<file path="src/rtl/rename_regfile_mp.sv">
// Rename register file: arch->phys map, phys data, busy bits, lowest-index free list, old-name table.
// Define RENAME_WB_BYPASS_EN to forward same-cycle writeback data/busy onto the read ports.
module rename_regfile_mp #(
    parameter int addr_width = 5,
    parameter int data_width = 32,
    parameter int name_width = 6,
    parameter int NUM_ARCH   = 32,
    parameter int NUM_PHYS   = 64,
    parameter int NUM_RD     = 2
) (
    input  logic                           CLK,
    input  logic                           RST_N,
    input  logic [addr_width-1:0]          ADDR_IN,
    input  logic                           ALLOC_E,
    output logic                           ALLOC_READY,
    output logic [name_width-1:0]          NAME_OUT,
    output logic [name_width:0]            FREE_CNT,
    input  logic [NUM_RD*addr_width-1:0]   ADDR_RD,
    output logic [NUM_RD*name_width-1:0]   NAME_RD,
    input  logic [NUM_RD*name_width-1:0]   NAME_DRD,
    output logic [NUM_RD*data_width-1:0]   D_OUT,
    input  logic [NUM_RD*name_width-1:0]   BUSY_NAME,
    output logic [NUM_RD-1:0]              BUSY_OUT,
    input  logic [name_width-1:0]          NAME_W,
    input  logic [data_width-1:0]          D_IN,
    input  logic                           WE,
    input  logic [name_width-1:0]          NAME_F,
    input  logic                           FE
);

    logic [name_width-1:0] r_names [NUM_ARCH];
    logic [data_width-1:0] r_phys  [NUM_PHYS];
    logic [name_width-1:0] r_old   [NUM_PHYS];
    logic [NUM_PHYS-1:0]   r_busy;
    logic [NUM_PHYS-1:0]   r_free;

    logic [name_width-1:0] w_alloc_name;
    logic [name_width:0]   w_free_cnt;
    logic                  w_alloc_ready;
    logic                  w_alloc_fire;
    logic [name_width-1:0] w_prev_name;
    logic [name_width-1:0] w_freed_name;
    logic [NUM_PHYS-1:0]   w_alloc_mask;
    logic [NUM_PHYS-1:0]   w_wb_mask;
    logic [NUM_PHYS-1:0]   w_fe_mask;

    // NOTE: always_comb outputs get a default before the loop so no path leaves them unassigned (no latch).
    always_comb begin
        w_alloc_name = '0;
        for (int i = NUM_PHYS - 1; i >= 0; i--) begin
            if (r_free[i]) begin
                w_alloc_name = name_width'(i);
            end
        end
    end

    always_comb begin
        w_free_cnt = '0;
        for (int i = 0; i < NUM_PHYS; i++) begin
            w_free_cnt = w_free_cnt + (name_width + 1)'(r_free[i]);
        end
    end

    assign w_alloc_ready = |r_free;
    assign w_alloc_fire  = ALLOC_E && w_alloc_ready;
    assign w_prev_name   = r_names[ADDR_IN];
    assign w_freed_name  = r_old[NAME_F];

    assign ALLOC_READY = w_alloc_ready;
    assign NAME_OUT    = w_alloc_name;
    assign FREE_CNT    = w_free_cnt;

    // One-hot update masks, all derived from pre-edge state; the alloc mask is applied last so it wins.
    assign w_alloc_mask = w_alloc_fire ? (NUM_PHYS'(1) << w_alloc_name) : '0;
    assign w_wb_mask    = WE           ? (NUM_PHYS'(1) << NAME_W)       : '0;
    assign w_fe_mask    = FE           ? (NUM_PHYS'(1) << w_freed_name) : '0;

    // NOTE: sequential state uses non-blocking assignments so every block sees the pre-edge values.
    always_ff @(posedge CLK) begin
        if (!RST_N) begin
            for (int i = 0; i < NUM_PHYS; i++) begin
                r_free[i] <= (i >= NUM_ARCH);
            end
            r_busy <= '0;
        end else begin
            r_free <= (r_free | w_fe_mask) & ~w_alloc_mask;
            r_busy <= (r_busy & ~w_wb_mask) | w_alloc_mask;
        end
    end

    always_ff @(posedge CLK) begin
        if (!RST_N) begin
            for (int i = 0; i < NUM_ARCH; i++) begin
                r_names[i] <= name_width'(i);
            end
        end else if (w_alloc_fire) begin
            r_names[ADDR_IN] <= w_alloc_name;
        end
    end

    always_ff @(posedge CLK) begin
        if (!RST_N) begin
            for (int i = 0; i < NUM_PHYS; i++) begin
                r_old[i] <= '0;
            end
        end else if (w_alloc_fire) begin
            r_old[w_alloc_name] <= w_prev_name;
        end
    end

    // NOTE: the data array is reset on purpose: D_OUT must read 0 for every name after reset.
    always_ff @(posedge CLK) begin
        if (!RST_N) begin
            for (int i = 0; i < NUM_PHYS; i++) begin
                r_phys[i] <= '0;
            end
        end else if (WE) begin
            r_phys[NAME_W] <= D_IN;
        end
    end

    for (genvar k = 0; k < NUM_RD; k++) begin : g_rd
        logic [addr_width-1:0] w_addr;
        logic [name_width-1:0] w_dname;
        logic [name_width-1:0] w_bname;

        assign w_addr  = ADDR_RD[k*addr_width +: addr_width];
        assign w_dname = NAME_DRD[k*name_width +: name_width];
        assign w_bname = BUSY_NAME[k*name_width +: name_width];

        assign NAME_RD[k*name_width +: name_width] = r_names[w_addr];
`ifdef RENAME_WB_BYPASS_EN
        assign D_OUT[k*data_width +: data_width] = (WE && (w_dname == NAME_W)) ? D_IN : r_phys[w_dname];
        assign BUSY_OUT[k] = (WE && (w_bname == NAME_W)) ? 1'b0 : r_busy[w_bname];
`else
        assign D_OUT[k*data_width +: data_width] = r_phys[w_dname];
        assign BUSY_OUT[k] = r_busy[w_bname];
`endif
    end

endmodule
</file>
<file path="config.mk">
export PLATFORM = sky130hd
export DESIGN_NAME = rename_regfile_mp
export DESIGN_NICKNAME = d
export VERILOG_FILES = /design/src/rtl/rename_regfile_mp.sv
export SDC_FILE = /design/constraint.sdc
export NUM_CORES = 2
export LEC_CHECK = 0
export CAP_MARGIN = 20
export CORE_ASPECT_RATIO = 1.1
export CORE_UTILIZATION = 55
export DETAILED_ROUTE_END_ITERATION = 6
export PLACE_DENSITY = 0.7
export SLEW_MARGIN = 20
export SYNTH_ARGS = -nofsm -noshare
export SYNTH_HDL_FRONTEND = slang
export SYNTH_SLANG_ARGS = --single-unit
</file>
<file path="constraint.sdc">
create_clock -name CLK -period 8.5 [get_ports CLK]
set_input_delay 1.7 -clock CLK [delete_from_list [all_inputs] [get_ports CLK]]
set_output_delay 1.7 -clock CLK [all_outputs]
set_load 0.03 [all_outputs]
</file>
==> out/metrics.cfg <==
[pwr]
p_clk_share_pct=37.3
p_comb_share_pct=16.5
power_density_mw_per_mm2=212.4
p_switching_mw=9.337
vdd_drop_max_mv=0.7397
swShare_pct=27.22
p_leak_nw=53.60
p_seq_share_pct=46.1
p_int_mw=24.97

[clock_tree]
cts_buffers=297
cts.sinks=2752
hold_buffers=0
cts_tree=done
cts_root_buffer=clkbuf_16
htreeDepth=5
path_clk_slew_ps=60
clk_path_buf_depth=4
insertion_delay_ps=870

[synth]
synth_top_cells_by_count=edfxtp_1, and2_1, mux4_2
ys.flop_type=edfxtp_1
synth-seq-cells=2752
yosysWarnings=0
async_flop_share_pct=0
syn_area_mm2=0.1452
yosysTopAreaCellShare_pct=54.27
synth_cells=9311
synth_edf_count=2624
synth.avg_cell_area_um2=15.59
yosysMostFrequentCell=edfxtp_1
ys_top_cells_by_area=edfxtp_1, mux4_2, and2_1
syn-num-nets=9469
ys_types=84
synth_top_cell_by_area=edfxtp_1
ys_seq_area_share_pct=56.04

[worst_setup_path]
required_ps=6800
rrSetupSlack_ps=2710
critPathLaunchType=flip-flop
rr_startpoint=r_free[37]$_SDFF_PN1_
end_kind=output pin
worstPathArrival_ps=6670
regToRegEndpoint=r_old[61][2]$_SDFFCE_PN0P_
r2r_cells=11
cp_max_fo=5
crit_type=reg2out

[place]
gp_congestion=0.9510
placed_area_mm2=0.1519
port_buffers=179
dp_hpwl_mm=300.2
dp_slack_ps=285.2

[timing]
grt_setup_unrepaired=true
setup_viol=0
maxSlewViolCount=0
worst_pin_slew_ps=1282
finalSetupTns_ps=0
fin_crit_sh_pct=98.50
period_needed_ps=8372
fin_worst_skew_ps=30.37
whs_ps=487.9
relSlewSlack_pct=14.22
hold_violations=0
fin_ws_ps=127.7
max_freq_mhz=119.4

[grt]
grt_usage_pct=37.90
grt_first_pass_wirelength_mm=700.9
grt.overflow.total=0
grt_pass1_vias=92390
grt_max_degree=72
antenna_found_initial=67

[run_status]
violations=DRC
status=finished, violations left

[detailed_routing]
ant_nets=0
route.detailed.drc=73
vias=93660
firstDrtPassIters=7
viasPerCell=7.219
drt-total-wl_mm=504.3
drt-wirelength-per-cell_um=38.87
first_iter_violations=16100

[cells_and_area]
area_growth_syn_to_layout_pct=11.26
drive_gt1_share_pct=28.40
fin_util_pct=61.59
nets=9335
final_area_mm2=0.1615

[hold_path]
whs_endpoint=r_busy[6]$_SDFF_PN0_
holdPathStages=2
holdCritStartpoint=r_busy[6]$_SDFF_PN0_
holdCritPathClass=reg2reg

[run]
cap_violations=0

[floorplanning]
num_rows=197
initial_core_util_pct=55.36
chipWidth_um=491.9
dieHeight_um=540.9
die_area_mm2=0.2660
ioPinCount=180
core-area_mm2=0.2623

==> critical path: stages (launching register included) <==
cell and delay [ps]:
dfxtp_4 360, fa_1 520, fa_1 550, inv_1 60
fa_1 480, inv_1 50, fa_1 500, inv_2 50
fa_1 490, inv_2 40, fa_1 500, inv_1 50
fa_1 490, fa_1 420, inv_1 70, ha_2 180
inv_2 40, fa_2 340, inv_2 50, a21o_1 110
a21oi_2 60, o21bai_1 140, a21o_1 140, buf_6 130
==> worst max path at each step <==
stage	startpoint	to	cells after the start
floorplan	r_free[35]$_SDFF_PN1_	FREE_CNT[4]	21
global placement	r_free[35]$_SDFF_PN1_	FREE_CNT[6]	23
detailed placement	r_free[35]$_SDFF_PN1_	FREE_CNT[6]	23
CTS	r_free[63]$_SDFF_PN1_	FREE_CNT[6]	23
global route	r_free[61]$_SDFF_PN1_	FREE_CNT[6]	23
finish	r_free[61]$_SDFF_PN1_	FREE_CNT[6]	23
==> flip-flops by register name, indices dropped and copies added (netlist names) <==
| name | flops |
|---|---|
| r_phys | 2048 |
| r_old | 384 |
| r_names | 192 |
| r_busy | 64 |
| r_free | 64 |
==> timing repair <==
action	in CTS	in global routing
resized for setup	29	16
buffers inserted	0	2
hold endpoints to repair	0	0
pin swaps	7	13
setup endpoints to repair	6	6
==> routing by layer <==
metal  share of wire, %  global-route usage [%]
met1                 33                   47.74
met2                 47                   58.82
met3                 14                   10.95
met4                6.5                   22.16
met5              0.020                       0
==> final cells by class <==
cell class | count | area (um2)
inverter | 177 | 664.4
fill | 19000 | 100700
sequential | 2752 | 81380
tap | 3482 | 4357
clock buffer | 377 | 7953
multi-input combinational | 5437 | 60810
clock inverter | 147 | 1358
timing repair buffer | 512 | 4782
antenna | 90 | 225.2
==> metrics by stage <==
stage / instances / power, mW
CTS: 12880 / 34.15
global route: 12940 / 35.04
detailed placement: 12360 / 21.65
finish: 12970 / 34.31
global placement: 12360 / 21.56
floorplan: 9311 / 19.39
==> placed cells by master, fill, tap and decap left out, types with 25 or more instances in the layout <==
cell             instances
clkinv_1                59
edfxtp_1              2624
fa_1                    52
o21ai_1                 41
nand2_1                252
nand3_1                 56
nor2b_1                 25
and2_1                2076
buf_4                  293
o21ai_4                 65
o21ai_0                 87
clkbuf_1                67
a22oi_1                 41
buf_12                  49
o22ai_1                 64
mux4_2                1626
mux2i_1                 32
clkbuf_16              305
dfxtp_1                115
buf_2                   32
clkinv_2                43
diode_2                 90
a21oi_1                 57
nor2_1                 574
inv_1                  169
mux2_2                  41
nor2_4                  64
clkdlybuf4s50_1        122
==> cell families (layout without fill, tap and decap cells) <==
| group | count (synthesis) | count (layout) | synth area share (%) |
|---|---|---|---|
| AND/OR/NAND/NOR | 3193 | 3193 | 12.27 |
| flip-flops | 2752 | 2752 | 56.04 |
| multiplexers | 1699 | 1699 | 25.76 |
| buffers and inverters | 1122 | 1213 | 2.984 |
| AO/OA/AOI/OAI | 471 | 471 | 2.038 |
| adder cells (fa/ha/maj) | 70 | 70 | 0.8825 |
| XOR/XNOR | 4 | 4 | 0.02413 |
| other | 0 | 90 | 0 |
==> power by group through the flow <==
stage,clock (mW),combinational [mW],sequential (mW)
2_1_floorplan,0,3.40,16.0
3_3_place_gp,0,5.54,16.0
3_5_place_dp,0,5.55,16.1
4_1_cts,12.8,5.54,15.8
5_1_grt,13.3,5.84,15.9
6_report,12.8,5.67,15.8
Note: power is estimated with default switching activity, not from simulation.
